==> src/rtl/atm_session_ctrl_if.sv <==
// Datapath link between the session controller and the account datapath.
// The controller (master) raises a request with an op and amount; the
// datapath (slave) answers with a one-cycle ack, an error qualifier and
// the resulting balance.
interface atm_session_ctrl_if #(
    parameter int DW = 17
);
    logic          dp_req;
    logic [1:0]    dp_op;
    logic [DW-1:0] dp_amount;
    logic          dp_ack;
    logic          dp_err;
    logic [DW-1:0] balance_in;

    modport master (
        output dp_req,
        output dp_op,
        output dp_amount,
        input  dp_ack,
        input  dp_err,
        input  balance_in
    );

    modport slave (
        input  dp_req,
        input  dp_op,
        input  dp_amount,
        output dp_ack,
        output dp_err,
        output balance_in
    );
endinterface

==> src/rtl/atm_session_ctrl.sv <==
// ATM session sequencer: card presence, PIN check with retry limit and
// lockout, inactivity timeout, and dispatch of withdraw/deposit/balance
// commands to the account datapath. PIN change is handled locally.
module atm_session_ctrl #(
    parameter int          DW          = 17,
    parameter logic [16:0] PIN_DEFAULT = 17'd1211,
    parameter int          MAX_TRIES   = 3,
    parameter int          TIMEOUT     = 16
) (
    input  logic                 clk,
    input  logic                 rst,
    input  logic                 card_i,
    input  logic                 pin_valid_i,
    input  logic [DW-1:0]        pin_i,
    input  logic                 cmd_valid_i,
    input  logic [1:0]           cmd_mode_i,
    input  logic [DW-1:0]        cmd_amount_i,
    input  logic [DW-1:0]        new_pin_i,
    atm_session_ctrl_if.master   dp,
    output logic [DW-1:0]        balance_o,
    output logic                 success_o,
    output logic                 error_o,
    output logic                 locked_o
);

    localparam int TW = (TIMEOUT > 1) ? $clog2(TIMEOUT) : 1;
    localparam logic [TW-1:0] TIMER_LAST  = TW'(TIMEOUT - 1);
    localparam logic [1:0]    TRIES_LIMIT = 2'(MAX_TRIES);

    typedef enum logic [2:0] {
        IDLE,
        PIN_WAIT,
        MENU,
        DP_WAIT,
        LOCKED
    } state_t;

    state_t        state_q;
    logic [1:0]    tries_q;
    logic [TW-1:0] timer_q;
    logic [DW-1:0] pin_reg_q;
    logic          dp_req_q;
    logic [1:0]    dp_op_q;
    logic [DW-1:0] dp_amount_q;
    logic [DW-1:0] balance_q;
    logic          success_q;
    logic          error_q;
    logic          locked_q;

    logic          timer_expired;
    logic          pin_match;
    logic          tries_exhausted;

    // Session-level conditions shared by the PIN_WAIT and MENU branches
    always_comb begin
        timer_expired   = (timer_q == TIMER_LAST);
        pin_match       = (pin_i == pin_reg_q);
        tries_exhausted = ((tries_q + 2'd1) == TRIES_LIMIT);
    end

    // Session FSM; every output is a register so the pulses are glitch-free
    always_ff @(posedge clk) begin
        if (rst) begin
            state_q     <= IDLE;
            tries_q     <= '0;
            timer_q     <= '0;
            pin_reg_q   <= DW'(PIN_DEFAULT);
            dp_req_q    <= 1'b0;
            dp_op_q     <= 2'b00;
            dp_amount_q <= '0;
            balance_q   <= '0;
            success_q   <= 1'b0;
            error_q     <= 1'b0;
            locked_q    <= 1'b0;
        end else begin
            success_q <= 1'b0;
            error_q   <= 1'b0;
            case (state_q)
                IDLE: begin
                    if (card_i) begin
                        state_q <= PIN_WAIT;
                        tries_q <= '0;
                        timer_q <= '0;
                    end
                end
                PIN_WAIT: begin
                    if (!card_i) begin
                        state_q <= IDLE;
                        timer_q <= '0;
                    end else if (timer_expired) begin
                        error_q <= 1'b1;
                        state_q <= IDLE;
                        timer_q <= '0;
                    end else if (pin_valid_i) begin
                        timer_q <= '0;
                        if (pin_match) begin
                            state_q <= MENU;
                            tries_q <= '0;
                        end else begin
                            error_q <= 1'b1;
                            tries_q <= tries_q + 2'd1;
                            if (tries_exhausted) begin
                                state_q  <= LOCKED;
                                locked_q <= 1'b1;
                            end
                        end
                    end else begin
                        timer_q <= timer_q + 1'b1;
                    end
                end
                MENU: begin
                    if (!card_i) begin
                        state_q <= IDLE;
                        timer_q <= '0;
                    end else if (timer_expired) begin
                        error_q <= 1'b1;
                        state_q <= IDLE;
                        timer_q <= '0;
                    end else if (cmd_valid_i) begin
                        timer_q <= '0;
                        case (cmd_mode_i)
                            2'b00, 2'b01: begin
                                if (cmd_amount_i == '0) begin
                                    error_q <= 1'b1;
                                end else begin
                                    state_q     <= DP_WAIT;
                                    dp_req_q    <= 1'b1;
                                    dp_op_q     <= cmd_mode_i;
                                    dp_amount_q <= cmd_amount_i;
                                end
                            end
                            2'b10: begin
                                state_q     <= DP_WAIT;
                                dp_req_q    <= 1'b1;
                                dp_op_q     <= 2'b10;
                                dp_amount_q <= '0;
                            end
                            default: begin
                                if (new_pin_i != '0) begin
                                    pin_reg_q <= new_pin_i;
                                    success_q <= 1'b1;
                                end else begin
                                    error_q <= 1'b1;
                                end
                            end
                        endcase
                    end else begin
                        timer_q <= timer_q + 1'b1;
                    end
                end
                DP_WAIT: begin
                    if (dp.dp_ack) begin
                        dp_req_q  <= 1'b0;
                        balance_q <= dp.balance_in;
                        success_q <= ~dp.dp_err;
                        error_q   <= dp.dp_err;
                        timer_q   <= '0;
                        state_q   <= card_i ? MENU : IDLE;
                    end
                end
                LOCKED: begin
                    locked_q <= 1'b1;
                end
                default: begin
                    state_q <= IDLE;
                end
            endcase
        end
    end

    assign dp.dp_req    = dp_req_q;
    assign dp.dp_op     = dp_op_q;
    assign dp.dp_amount = dp_amount_q;
    assign balance_o    = balance_q;
    assign success_o    = success_q;
    assign error_o      = error_q;
    assign locked_o     = locked_q;

endmodule

==> src/flat_wrapper.sv <==
// flat-port wrapper written by rule: the top's interface ports become plain ports
module atm_session_ctrl_flat 
#(
    parameter int          DW          = 17,
    parameter logic [16:0] PIN_DEFAULT = 17'd1211,
    parameter int          MAX_TRIES   = 3,
    parameter int          TIMEOUT     = 16
)
  (clk, rst, card_i, pin_valid_i, pin_i, cmd_valid_i, cmd_mode_i, cmd_amount_i, new_pin_i, balance_o, success_o, error_o, locked_o, dp_dp_req, dp_dp_op, dp_dp_amount, dp_dp_ack, dp_dp_err, dp_balance_in);
  atm_session_ctrl_if #(.DW(DW)) dp_i ();
  input  logic clk;
  input  logic rst;
  input  logic card_i;
  input  logic pin_valid_i;
  input  logic [DW-1:0] pin_i;
  input  logic cmd_valid_i;
  input  logic [1:0] cmd_mode_i;
  input  logic [DW-1:0] cmd_amount_i;
  input  logic [DW-1:0] new_pin_i;
  output logic [DW-1:0] balance_o;
  output logic success_o;
  output logic error_o;
  output logic locked_o;
  output wire logic [$bits(dp_i.dp_req)-1:0] dp_dp_req;
  output wire logic [$bits(dp_i.dp_op)-1:0] dp_dp_op;
  output wire logic [$bits(dp_i.dp_amount)-1:0] dp_dp_amount;
  input wire logic [$bits(dp_i.dp_ack)-1:0] dp_dp_ack;
  input wire logic [$bits(dp_i.dp_err)-1:0] dp_dp_err;
  input wire logic [$bits(dp_i.balance_in)-1:0] dp_balance_in;
  assign dp_dp_req = dp_i.dp_req;
  assign dp_dp_op = dp_i.dp_op;
  assign dp_dp_amount = dp_i.dp_amount;
  assign dp_i.dp_ack = dp_dp_ack;
  assign dp_i.dp_err = dp_dp_err;
  assign dp_i.balance_in = dp_balance_in;
  atm_session_ctrl #(.DW(DW), .PIN_DEFAULT(PIN_DEFAULT), .MAX_TRIES(MAX_TRIES), .TIMEOUT(TIMEOUT)) u_core (.clk(clk), .rst(rst), .card_i(card_i), .pin_valid_i(pin_valid_i), .pin_i(pin_i), .cmd_valid_i(cmd_valid_i), .cmd_mode_i(cmd_mode_i), .cmd_amount_i(cmd_amount_i), .new_pin_i(new_pin_i), .dp(dp_i), .balance_o(balance_o), .success_o(success_o), .error_o(error_o), .locked_o(locked_o));
endmodule
==> config.mk <==
export PLATFORM = sky130hd
export DESIGN_NAME = atm_session_ctrl_flat
export DESIGN_NICKNAME = d
export VERILOG_FILES = /design/src/rtl/atm_session_ctrl_if.sv /design/src/rtl/atm_session_ctrl.sv /design/src/flat_wrapper.sv
export SDC_FILE = /design/constraint.sdc
export NUM_CORES = 1
export LEC_CHECK = 0
export CORE_UTILIZATION = 43
export DETAILED_ROUTE_END_ITERATION = 8
export PLACE_DENSITY = 0.79
export SLEW_MARGIN = 10
export SYNTH_ARGS = -nofsm -noshare
export SYNTH_HDL_FRONTEND = slang
export SYNTH_SLANG_ARGS = --single-unit
==> constraint.sdc <==
create_clock -name clk -period 2.4 [get_ports clk]
set_input_delay 0.24 -clock clk [delete_from_list [all_inputs] [get_ports clk]]
set_output_delay 0.24 -clock clk [all_outputs]
set_load 0.01 [all_outputs]
==> results of run 1 <==
==> layer usage <==
layer	share of wire	vias to the layer above	track usage
met3	0.055	12	0.0379
met4	0.016	0	0.0971
met5	0	-	0
met2	0.48	86	0.370
met1	0.45	1382	0.286
li1	-	1490	-
==> cell type report <==
class	instances	area, um2	share of cell area
Clock buffer	10	138	0.0310
Inverter	12	45.0	0.0102
Tap cell	77	96.3	0.0217
Multi-Input combinational cell	263	1500	0.337
Timing Repair Buffer	127	1250	0.282
Sequential cell	66	1320	0.298
Clock inverter	6	88.8	0.0200
==> worst max-delay path, stage by stage, from the launching register on <==
cell and delay [ns]:
dfxtp_1 0.50, nor2b_1 0.17, a32oi_1 0.28, nand3_1 0.10
o21ai_0 0.39, a21boi_0 0.26, mux2_2 0.35
==> through the flow <==
| step | hold WS [ns] | utilization | instances |
|---|---|---|---|
| after global placement | 0.442 | 0.648 | 545 |
| after floorplan | 0.376 | - | 362 |
| after CTS | 0.422 | 0.683 | 561 |
| final | 0.427 | 0.683 | 561 |
| after detailed placement | 0.446 | 0.648 | 545 |
| after global routing | 0.442 | 0.683 | 561 |
==> state kept, by name (all words and copies together) (netlist names) <==
register,count
u_core.timer_q,4
u_core.locked_o,1
u_core.pin_reg_q,17
u_core.dp.dp_amount,17
u_core.state_q,3
u_core.error_o,1
u_core.dp.dp_op,2
u_core.success_o,1
u_core.balance_o,17
u_core.dp.dp_req,1
u_core.tries_q,2
==> worst paths after layout <==
check | start | to | cells after the start
min | rst | u_core.pin_reg_q[6]$_SDFFE_PP0P_ | 2
max reg2reg | u_core.state_q[2]$_SDFFE_PP0P_ | u_core.state_q[0]$_SDFFE_PP0P_ | 6
min reg2reg | u_core.balance_o[16]$_SDFFE_PP0P_ | u_core.balance_o[16]$_SDFFE_PP0P_ | 2
max | u_core.state_q[2]$_SDFFE_PP0P_ | u_core.state_q[0]$_SDFFE_PP0P_ | 6
==> cells in the final DEF (no fill, tap or decap), types with 3 or more instances in the layout <==
master | synthesis | final
clkdlybuf4s50_1 | 0 | 115
dfxtp_1 | 66 | 66
nand2_1 | 46 | 46
a21oi_1 | 39 | 39
nor2_1 | 38 | 38
nand3_1 | 26 | 26
o21ai_0 | 24 | 24
xor2_1 | 15 | 15
inv_1 | 12 | 12
mux2i_1 | 12 | 12
nor4_1 | 11 | 11
clkbuf_8 | 0 | 10
buf_4 | 0 | 10
a211o_1 | 9 | 9
nor3_1 | 5 | 5
nand2b_1 | 3 | 3
or3_1 | 3 | 3
xnor2_1 | 3 | 3
nor2b_1 | 3 | 3
==> power groups by stage <==
stage | sequential [mW] | combinational (mW) | clock, mW
final | 1.12 | 0.322 | 1.04
after global routing | 1.12 | 0.349 | 1.12
after CTS | 1.12 | 0.321 | 1.06
after detailed placement | 1.14 | 0.317 | 0
after global placement | 1.14 | 0.312 | 0
after floorplan | 1.14 | 0.142 | 0
==> cells by family after synthesis <==
group / after synthesis
flops: 66
simple gates: 143
compound gates: 87
xor+xnor: 18
fa+ha+maj: 2
buf+inv: 33
mux: 13
==> impl_results.md, run 1 <==
* # H-tree levels at 3
* Initial DRT Pass Iterations at 8
* Max Slew Vio Count at 0
* Buffers inserted during post-CTS setup optimization at 0
* Pint at 1.90 mW
* CTS buffer count at 9
* Top post-synthesis cells by area: dfxtp_1 45%, a21oi_1 6.6%, nand2_1 5.8%, nor2_1 4.8%, xor2_1 4.4%
* Global-route wire length before repair at around 13 mm
* Area leader, netlist: dfxtp_1
* Worst-path clk slew at approximately 0.070 ns
* # IOs at approximately 120
* CP Data Required Time at about 2.6 ns
* Post-Layout Inst Area at roughly 4400 um2
* Sequential share of the synthesized area at 0.446
* Post-Synth Adder-Cell Area at 0.00845
* Fmax at 466 MHz
* Status: complete, but fails checks
* Drt first-iter violations at between 100 and 150
* GRT overflow at 0
* Most used DFF post-synth: dfxtp_1
* Sw Share at 0.233
* Worst slew pin tran at around 0.66 ns
* Placed Area at 4210 um2
* Ant diodes at 0
* Gp weighted congestion at roughly 0.86
* Area added between synthesis and finish at 49.8%
* Most frequent cell after synthesis: dfxtp_1
* Max IR drop VDD at ~0.00031 V
* Max cap viols at 0
* Syn avg cell area at around 8 um2
* Core area at 6490 um2
* Global-route usage over all layers at 0.223
* Die height at between 80 and 90 um
* Yosys warning count at 0
* Fillers at around 530
* Residual DRC at 10
* Setup-failing EPs final at 0
* Top cells by count, synth: 66 x dfxtp_1, 46 x nand2_1, 39 x a21oi_1, 38 x nor2_1, 26 x nand3_1
* CTS resizes at 0
* Clock sink count at 66
* Worst hold path class: input port to flip-flop
* Clk buf depth at 2
* Crit share post-route at 0.894
* Port buffer count at 116
* Setup TNS at 0 ns
* CTS tree: yes
* XOR/XNOR Fraction of Synth Area at 0.0533
* Syn nets at approximately 440
* Post-synthesis mux area share at 0.0444
* Post-DP HPWL at just under 6 mm
* Comb pwr share at 0.130
* Seq pwr share at 0.450
* Largest net degree at the start of global routing at 36
* Simple-gate share of the synthesized area at 0.226
* Failing checks: DRC
* Wire per inst at between 10 and 15 um
* Critical path arrival at ~2.4 ns
* Cell area after synthesis at slightly below 3000 um2
* Crit path max fanout at 8
* CTS Root Buffer Type: clkbuf_8
* Setup crit end kind: flip-flop
* Final #Nets at around 560
* Vias post-DR at between 2k and 3k
* Leakage at 1.65 nW
* Rows at 29
* Pwr Total at 2.48 mW
* Psw at approximately 0.58 mW
* Synth async-reset ratio at 0
* Synthesized instance count at about 360
* Power density cells at roughly 560 nW/um2
* Number of flops mapped to enable cells by yosys at 0
* CP Launch Type: flip-flop
* Die Area at ~7200 um2
* Initial Utilization at 0.456
* RSZ-0062 raised after global routing: false
* Largest family of logic cells by synthesized area: simple AND/OR/NAND/NOR gates
* Routed WL at approximately 8 mm
* Initial antenna violation count at 0
* Final min period at approximately 2.1 ns
* Synth top area share at 0.446
* Library cells used by synthesis at 40
* Die width at between 80 and 90 um
* Fin. Hold Viols at 0
* Worst-skew pair later-pin latency at around 0.33 ns
* Slew Limit Headroom at 0.559
* Number of routed nets with antenna violations at 0
* Post-synthesis register bit count at 66
* Vias in the first global route at between 2k and 3k
* Final WS setup at around 0.25 ns
* Worst Skew at 0.00620 ns
* Vias per cell at 5.29
* CTS Hold Bufs at 0
* Share of cells above drive strength 1 at 0.0702
* Compound-gate portion of the synthesized area at 0.173
* Clock power frac at 0.420
* R2R Setup Slk at between 0.2 and 0.3 ns
* Pre-CTS setup slack at 0.104 ns
* Crit Path Category: flip-flop to flip-flop
Note: power is estimated with default switching activity, not from simulation.
==> run 2, diff against run 1 <==
--- a/config.mk
+++ b/config.mk
@@ -5,9 +5,11 @@
 export SDC_FILE = /design/constraint.sdc
 export NUM_CORES = 1
 export LEC_CHECK = 0
-export CORE_UTILIZATION = 43
+export ABC_AREA = 1
+export CORE_UTILIZATION = 44
 export DETAILED_ROUTE_END_ITERATION = 8
-export PLACE_DENSITY = 0.79
+export MAX_ROUTING_LAYER = met4
+export PLACE_DENSITY = 0.8
 export SLEW_MARGIN = 10
 export SYNTH_ARGS = -nofsm -noshare
 export SYNTH_HDL_FRONTEND = slang
==> impl_results.md, run 2 <==
* Crit path max fanout at 20 (+12)
* Vias in the first global route at 3232 (+17%)
* Final #Nets at 655 (+17%)
* Initial antenna violation count at 0 (unchanged)
* Slowest cell delay on critical path at 0.34 ns (-0.16 ns)
* Max cap viols at 0 (unchanged)
* Status: finished, final reports clean
* Most frequent cell after synthesis: nand2_1
* Ant diodes at 0 (unchanged)
* Crit Path Category: flip-flop to flip-flop
* Slew Limit Headroom at 0.608 (+0.0494)
* Cell area after synthesis at 3160 um2 (+6.6%)
* Initial DRT Pass Iterations at 4 (-4)
* Sequential share of the synthesized area at 0.419 (-0.0278)
* Die Area at 7520 um2 (+4.1%)
* Fin. Hold Viols at 0 (unchanged)
* Global-route usage over all layers at 0.252 (+0.0291)
* Worst Skew at 0.00837 ns (+0.00217 ns)
* Pwr Total at 2.32 mW (-6.3%)
* Global-route wire length before repair at 14.2 mm (+11%)
* Rows at 30 (+3.4%)
* Vias per cell at 4.94 (-6.7%)
* Core area at 6870 um2 (+5.8%)
* # H-tree levels at 3 (unchanged)
* Max Slew Vio Count at 0 (unchanged)
* Port buffer count at 116 (unchanged)
* Wire per inst at 13.0 um (-7.4%)
* Die height at 86.7 um (+2.0%)
* Top cells by count, synth: 146 x nand2_1, 66 x dfxtp_1, 60 x a21oi_1, 47 x inv_1, 36 x nor2_1
* Number of routed nets with antenna violations at 0 (unchanged)
* Library cells used by synthesis at 34 (-15%)
* CP Data Required Time at 2.60 ns (-0.02 ns)
* Setup crit end kind: flip-flop
* Most used DFF post-synth: dfxtp_1
* Synthesized instance count at 464 (+28%)
* Number of flops mapped to enable cells by yosys at 0 (unchanged)
* Share of cells above drive strength 1 at 0.0569 (-0.0134)
* Syn nets at 543 (+23%)
* Buffers inserted during post-CTS setup optimization at 0 (unchanged)
* Worst-skew pair later-pin latency at 0.34 ns (about the same)
* Vias post-DR at 3338 (+12%)
* R2R Setup Slk at 0.40 ns (+0.15 ns)
* Syn avg cell area at 6.80 um2 (-17%)
* CTS Root Buffer Type: clkbuf_8
* CP Launch Type: flip-flop
* Leading cell type in the layout, fill and taps excluded: nand2_1
* Clk buf depth at 2 (unchanged)
* Top post-synthesis cells by area: dfxtp_1 42%, nand2_1 17%, a21oi_1 9.5%, inv_1 5.6%, nor2_1 4.3%
* Most frequent cells in the layout: 146 x nand2_1, 116 x clkdlybuf4s50_1, 66 x dfxtp_1
* Die width at 86.7 um (+2.0%)
* RSZ-0062 raised after global routing: false
* Ordered cell list for the critical path: ha_1, nand3_1, nand2_1, nor2_4, inv_2, nor2_8, buf_4, nand2_2, nand2_1, a21oi_1
* Routed WL at 8.77 mm (+12%)
* CTS tree: yes
* Area added between synthesis and finish at 44.1%
* Worst hold path class: input port to flip-flop
* Setup TNS at 0 ns (unchanged)
* Clock sink count at 66 (unchanged)
* Residual DRC at 0 (-10)
* CTS resizes at 0 (unchanged)
* Setup-failing EPs final at 0 (unchanged)
* Synth top area share at 0.419 (-0.0278)
* Drt first-iter violations at 107 (-26%)
* Largest net degree at the start of global routing at 46 (+28%)
* Dpl cells at 661 (+21%)
* Synth async-reset ratio at 0 (unchanged)
* Worst slew pin tran at 0.587 ns (-0.0748 ns)
* # IOs at 117 (unchanged)
* GRT overflow at 0 (unchanged)
* Yosys warning count at 0 (unchanged)
* Final min period at 2.00 ns (-0.148 ns)
* CTS buffer count at 9 (unchanged)
* Finished Layout Cells at 676 (+20%)
* Initial Utilization at 0.460 (+0.00377)
* Critical path arrival at 2.20 ns (-0.17 ns)
* Crit share post-route at 0.832 (-0.0617)
* Post-DP HPWL at 6.51 mm (+12%)
* Post-synthesis register bit count at 66 (unchanged)
* CP max-delay cell: dfxtp_1
* Max IR drop VDD at 0.000394 V (+26%)
* Leakage at 1.82 nW (+10%)
* CTS Hold Bufs at 0 (unchanged)
* Gp weighted congestion at 0.895 (+4.4%)
* Area leader, netlist: dfxtp_1
* Fmax at 501 MHz (+7.4%)
* Crit-path most repeated cell: nand2_1
* Power density cells at 511 nW/um2 (-8.7%)
* Worst-path clk slew at 0.07 ns (about the same)
-- run 2: cell types whose count changed after synthesis, sizes merged, moves of 10 or more --
cell	delta
mux2i	-12
a21oi	+21
inv	+41
o21ai	-10
nand2	+103
nor4	-10
xor2	-13
nand4	+18
-- run 2: critical path: cells and delay by family (launching register included) --
| family | cells | cell delay (ns) |
|---|---|---|
| and+or+nand+nor | 6 | 0.90 |
| DFF | 1 | 0.34 |
| buffers and inverters | 2 | 0.32 |
| adders and majority gates | 1 | 0.23 |
| AOI/OAI and AO/OA | 1 | 0.08 |
-- run 2: worst paths after layout --
path | start | end | cells after the start
hold reg to reg | u_core.locked_o$_SDFFE_PP0P_ | u_core.locked_o$_SDFFE_PP0P_ | 2
hold / removal | dp_balance_in[13] | u_core.balance_o[13]$_SDFFE_PP0P_ | 3
setup reg to reg | u_core.timer_q[0]$_SDFFE_PP0P_ | u_core.dp.dp_amount[2]$_SDFFE_PP0P_ | 10
setup / recovery | u_core.timer_q[0]$_SDFFE_PP0P_ | u_core.dp.dp_amount[2]$_SDFFE_PP0P_ | 10
-- run 2: area by class of cell --
type                    instances  area, um2
fillers                       604       2320
multi-input cells             327       1540
flip-flops and latches         66       1320
repair buffers                119       1180
inverters                      53        199
clock buffers                  12        145
well taps                      96        120
clock inverters                 3       40.0
-- run 2: where the power goes --
group / internal [mW] / switching, mW
Sequential: 1.10 / 0.00695
Combinational: 0.159 / 0.144
Clock: 0.500 / 0.409
-- run 2: kinds of logic (layout without fill, tap and decap cells) --
logic type	after synthesis	in the layout	synth area share
buffers and inverters	71	187	0.0939
adders and majority gates	2	2	0.00793
DFF	66	66	0.419
xor gates and xnor gates	6	6	0.0166
and+or+nand+nor	239	239	0.331
AOI/OAI and AO/OA	80	80	0.132
-- run 2: per-stage QoR --
step / utilization / hold WS (ns) / setup WS, ns / area, um2
after floorplan: - / 0.353 / 0.829 / 3160
after global placement: 0.635 / 0.440 / 0.344 / 4360
after detailed placement: 0.635 / 0.454 / 0.299 / 4360
after CTS: 0.662 / 0.437 / 0.407 / 4550
after global routing: 0.662 / 0.447 / 0.225 / 4550
final: 0.662 / 0.445 / 0.402 / 4550
-- run 2: per-layer routing --
layer | vias to the layer above | GRT usage | share of wire
met5 | - | - | 0
met4 | 0 | 0.0803 | 0.0099
met3 | 8 | 0.0895 | 0.10
met2 | 127 | 0.424 | 0.48
met1 | 1486 | 0.280 | 0.40
li1 | 1717 | - | -
==> run 3, diff against run 2 <==
--- a/config.mk
+++ b/config.mk
@@ -6,10 +6,10 @@
 export NUM_CORES = 1
 export LEC_CHECK = 0
 export ABC_AREA = 1
-export CORE_UTILIZATION = 44
+export CORE_UTILIZATION = 40
 export DETAILED_ROUTE_END_ITERATION = 8
 export MAX_ROUTING_LAYER = met4
-export PLACE_DENSITY = 0.8
+export PLACE_DENSITY = 0.76
 export SLEW_MARGIN = 10
 export SYNTH_ARGS = -nofsm -noshare
 export SYNTH_HDL_FRONTEND = slang
==> constraint.sdc (replaced) <==
create_clock -name clk -period 1.8 [get_ports clk]
set_input_delay 0.18 -clock clk [delete_from_list [all_inputs] [get_ports clk]]
set_output_delay 0.18 -clock clk [all_outputs]
set_load 0.01 [all_outputs]
==> impl_results.md, run 3 (same netlist as run 2, synthesis figures left out) <==
* Setup-failing EPs final at 0 (unchanged)
* Wire per inst at 12.8 um (-1.2%)
* Slew Limit Headroom at 0.634 (+0.0252)
* CP max-delay cell: dfxtp_1
* R2R Setup Slk at 0.08 ns (-0.32 ns)
* Largest net degree at the start of global routing at 41 (-11%)
* Initial Utilization at 0.411 (-0.0489)
* Worst hold path class: input port to flip-flop
* Max cap viols at 0 (unchanged)
* Ant diodes at 0 (unchanged)
* Final min period at 1.72 ns (-0.282 ns)
* CTS tree: yes
* Worst Skew at 0.00648 ns (-0.00189 ns)
* Clock power frac at 0.400 (+0.009)
* Global-route wire length before repair at 14.6 mm (+2.8%)
* Setup crit end kind: flip-flop
* # H-tree levels at 3 (unchanged)
* Share of cells above drive strength 1 at 0.0814 (+0.0245)
* Worst-skew pair later-pin latency at 0.34 ns (about the same)
* Pwr Total at 3.17 mW (+37%)
* Clk buf depth at 2 (unchanged)
* Status: finished, final reports clean
* Final WS setup at 0.0841 ns (-0.318 ns)
* Core area at 7690 um2 (+12%)
* Vias in the first global route at 3320 (+2.7%)
* Post-DP HPWL at 6.45 mm (-0.87%)
* Power density cells at 677 nW/um2 (+32%)
* Slowest cell delay on critical path at 0.33 ns (about the same)
* Vias post-DR at 3420 (+2.5%)
* Seq pwr share at 0.467 (-0.011)
* Most frequent cells in the layout: 145 x nand2_1, 116 x clkdlybuf4s50_1, 66 x dfxtp_1
* Global-route usage over all layers at 0.225 (-0.0270)
* Crit share post-route at 0.953 (+0.121)
* Worst-path clk slew at 0.08 ns (about the same)
* Worst slew pin tran at 0.548 ns (-0.0385 ns)
* Crit Path Category: flip-flop to flip-flop
* Fmax at 583 MHz (+16%)
* Crit path max fanout at 12 (-40%)
* Pre-CTS setup slack at -0.0914 ns (-0.391 ns)
* Gp weighted congestion at 0.890 (-0.53%)
* Initial antenna violation count at 0 (unchanged)
* RSZ-0062 raised after global routing: true
* Pint at 2.37 mW (+35%)
* Leakage at 1.88 nW (+3.5%)
* Die height at 90.8 um (+4.8%)
* CTS Hold Bufs at 0 (unchanged)
* Reg2reg end: u_core.pin_reg_q[9]$_SDFFE_PP0P_
* Comb pwr share at 0.134 (+0.004)
* Critical path arrival at 1.94 ns (-0.26 ns)
* Clock sink count at 66 (unchanged)
* Number of routed nets with antenna violations at 0 (unchanged)
* R2R cell count at 10 (unchanged)
* Rows at 32 (+6.7%)
* Drt first-iter violations at 129 (+21%)
* CP Data Required Time at 2.03 ns (-0.57 ns)
* Worst path bufs/invs at 2 (unchanged)
* Sw Share at 0.251 (+0.0103)
* Area added between synthesis and finish at 48.4%
* Leading cell type in the layout, fill and taps excluded: nand2_1
* Buffers inserted during post-CTS setup optimization at 0 (unchanged)
* Hold Crit Depth at 3 (unchanged)
* Residual DRC at 0 (unchanged)
* Vias per cell at 4.94 (about the same)
* Final #Nets at 664 (+1.4%)
* Worst r2r src: u_core.timer_q[1]$_SDFFE_PP0P_
* Ordered cell list for the critical path: ha_1, nand3_2, nand2_2, nor2_4, inv_2, nor2_8, nand3_4, buf_12, o21ai_0, a21oi_1
* Port buffer count at 116 (unchanged)
* # IOs at 117 (unchanged)
* Max Slew Vio Count at 0 (unchanged)
* Initial DRT Pass Iterations at 6 (+2)
* Die Area at 8250 um2 (+9.8%)
* Psw at 0.797 mW (+42%)
* Worst hold start: dp_balance_in[15]
* GRT overflow at 0 (unchanged)
* Die width at 90.8 um (+4.8%)
* Hold Path Sink: u_core.balance_o[15]$_SDFFE_PP0P_
* CP Launch Type: flip-flop
* Max IR drop VDD at 0.000449 V (+14%)
* CTS buffer count at 9 (unchanged)
* CTS Root Buffer Type: clkbuf_8
* Fin. Hold Viols at 0 (unchanged)
* Crit path max-delay family: simple AND/OR/NAND/NOR gates
* Routed WL at 8.87 mm (+1.1%)
==> run 3: layer usage <==
layer	GRT usage	vias to the layer above	wire (um)
met3	0.0631	17	719
li1	-	1734	-
met2	0.361	122	4010
met5	-	-	0
met1	0.267	1547	3970
met4	0.0873	0	174
==> run 3: repair_timing <==
item | 4_1_cts | 5_1_grt
endpoints found under the hold margin | 0 | 0
gates resized for setup | 0 | 8
endpoints found under the setup margin | 0 | 29
==> run 3: cell type report <==
class | instances | area (um2)
multi-input combinational | 327 | 1560
clock buffer | 10 | 138
sequential | 66 | 1320
tap | 102 | 128
timing repair buffer | 128 | 1280
clock inverter | 6 | 65.1
inverter | 53 | 199
fill | 720 | 3000
==> run 3: worst max path at each step <==
stage                                               from  cells past startpoint                                    to  slack, ns
after floorplan           u_core.timer_q[0]$_SDFFE_PP0P_                     10     u_core.pin_reg_q[12]$_SDFFE_PP0P_       0.23
after global placement                   cmd_amount_i[2]                      9  u_core.dp.dp_amount[14]$_SDFFE_PP0P_      -0.03
after global routing      u_core.timer_q[1]$_SDFFE_PP0P_                      9  u_core.dp.dp_amount[13]$_SDFFE_PP0P_      -0.04
final                     u_core.timer_q[1]$_SDFFE_PP0P_                     10      u_core.pin_reg_q[9]$_SDFFE_PP0P_       0.08
after detailed placement                 cmd_amount_i[2]                      9  u_core.dp.dp_amount[13]$_SDFFE_PP0P_      -0.09
after CTS                 u_core.timer_q[0]$_SDFFE_PP0P_                     10      u_core.pin_reg_q[6]$_SDFFE_PP0P_       0.04
==> run 3: power by group through the flow <==
| stage | combinational (mW) | clock [mW] | sequential [mW] |
|---|---|---|---|
| 2_1_floorplan | 0.171 | 0 | 1.51 |
| 3_3_place_gp | 0.405 | 0 | 1.51 |
| 3_5_place_dp | 0.412 | 0 | 1.51 |
| 4_1_cts | 0.415 | 1.31 | 1.48 |
| 5_1_grt | 0.468 | 1.37 | 1.48 |
| 6_report | 0.424 | 1.27 | 1.48 |
==> run 3: worst min-delay path, cell delays in order <==
cell and delay (ns):
clkdlybuf4s50_1 0.39, nand2_1 0.06, a21oi_1 0.05
==> run 3: per-stage QoR <==
stage	util	cells	cell area, um2	hold slack [ns]	setup TNS [ns]
2_1_floorplan	-	464	3160	0.293	0
3_3_place_gp	0.581	676	4460	0.445	-0.442
3_5_place_dp	0.581	676	4460	0.448	-1.28
4_1_cts	0.607	692	4670	0.368	0
5_1_grt	0.610	692	4690	0.372	-0.0984
6_report	0.610	692	4690	0.386	0
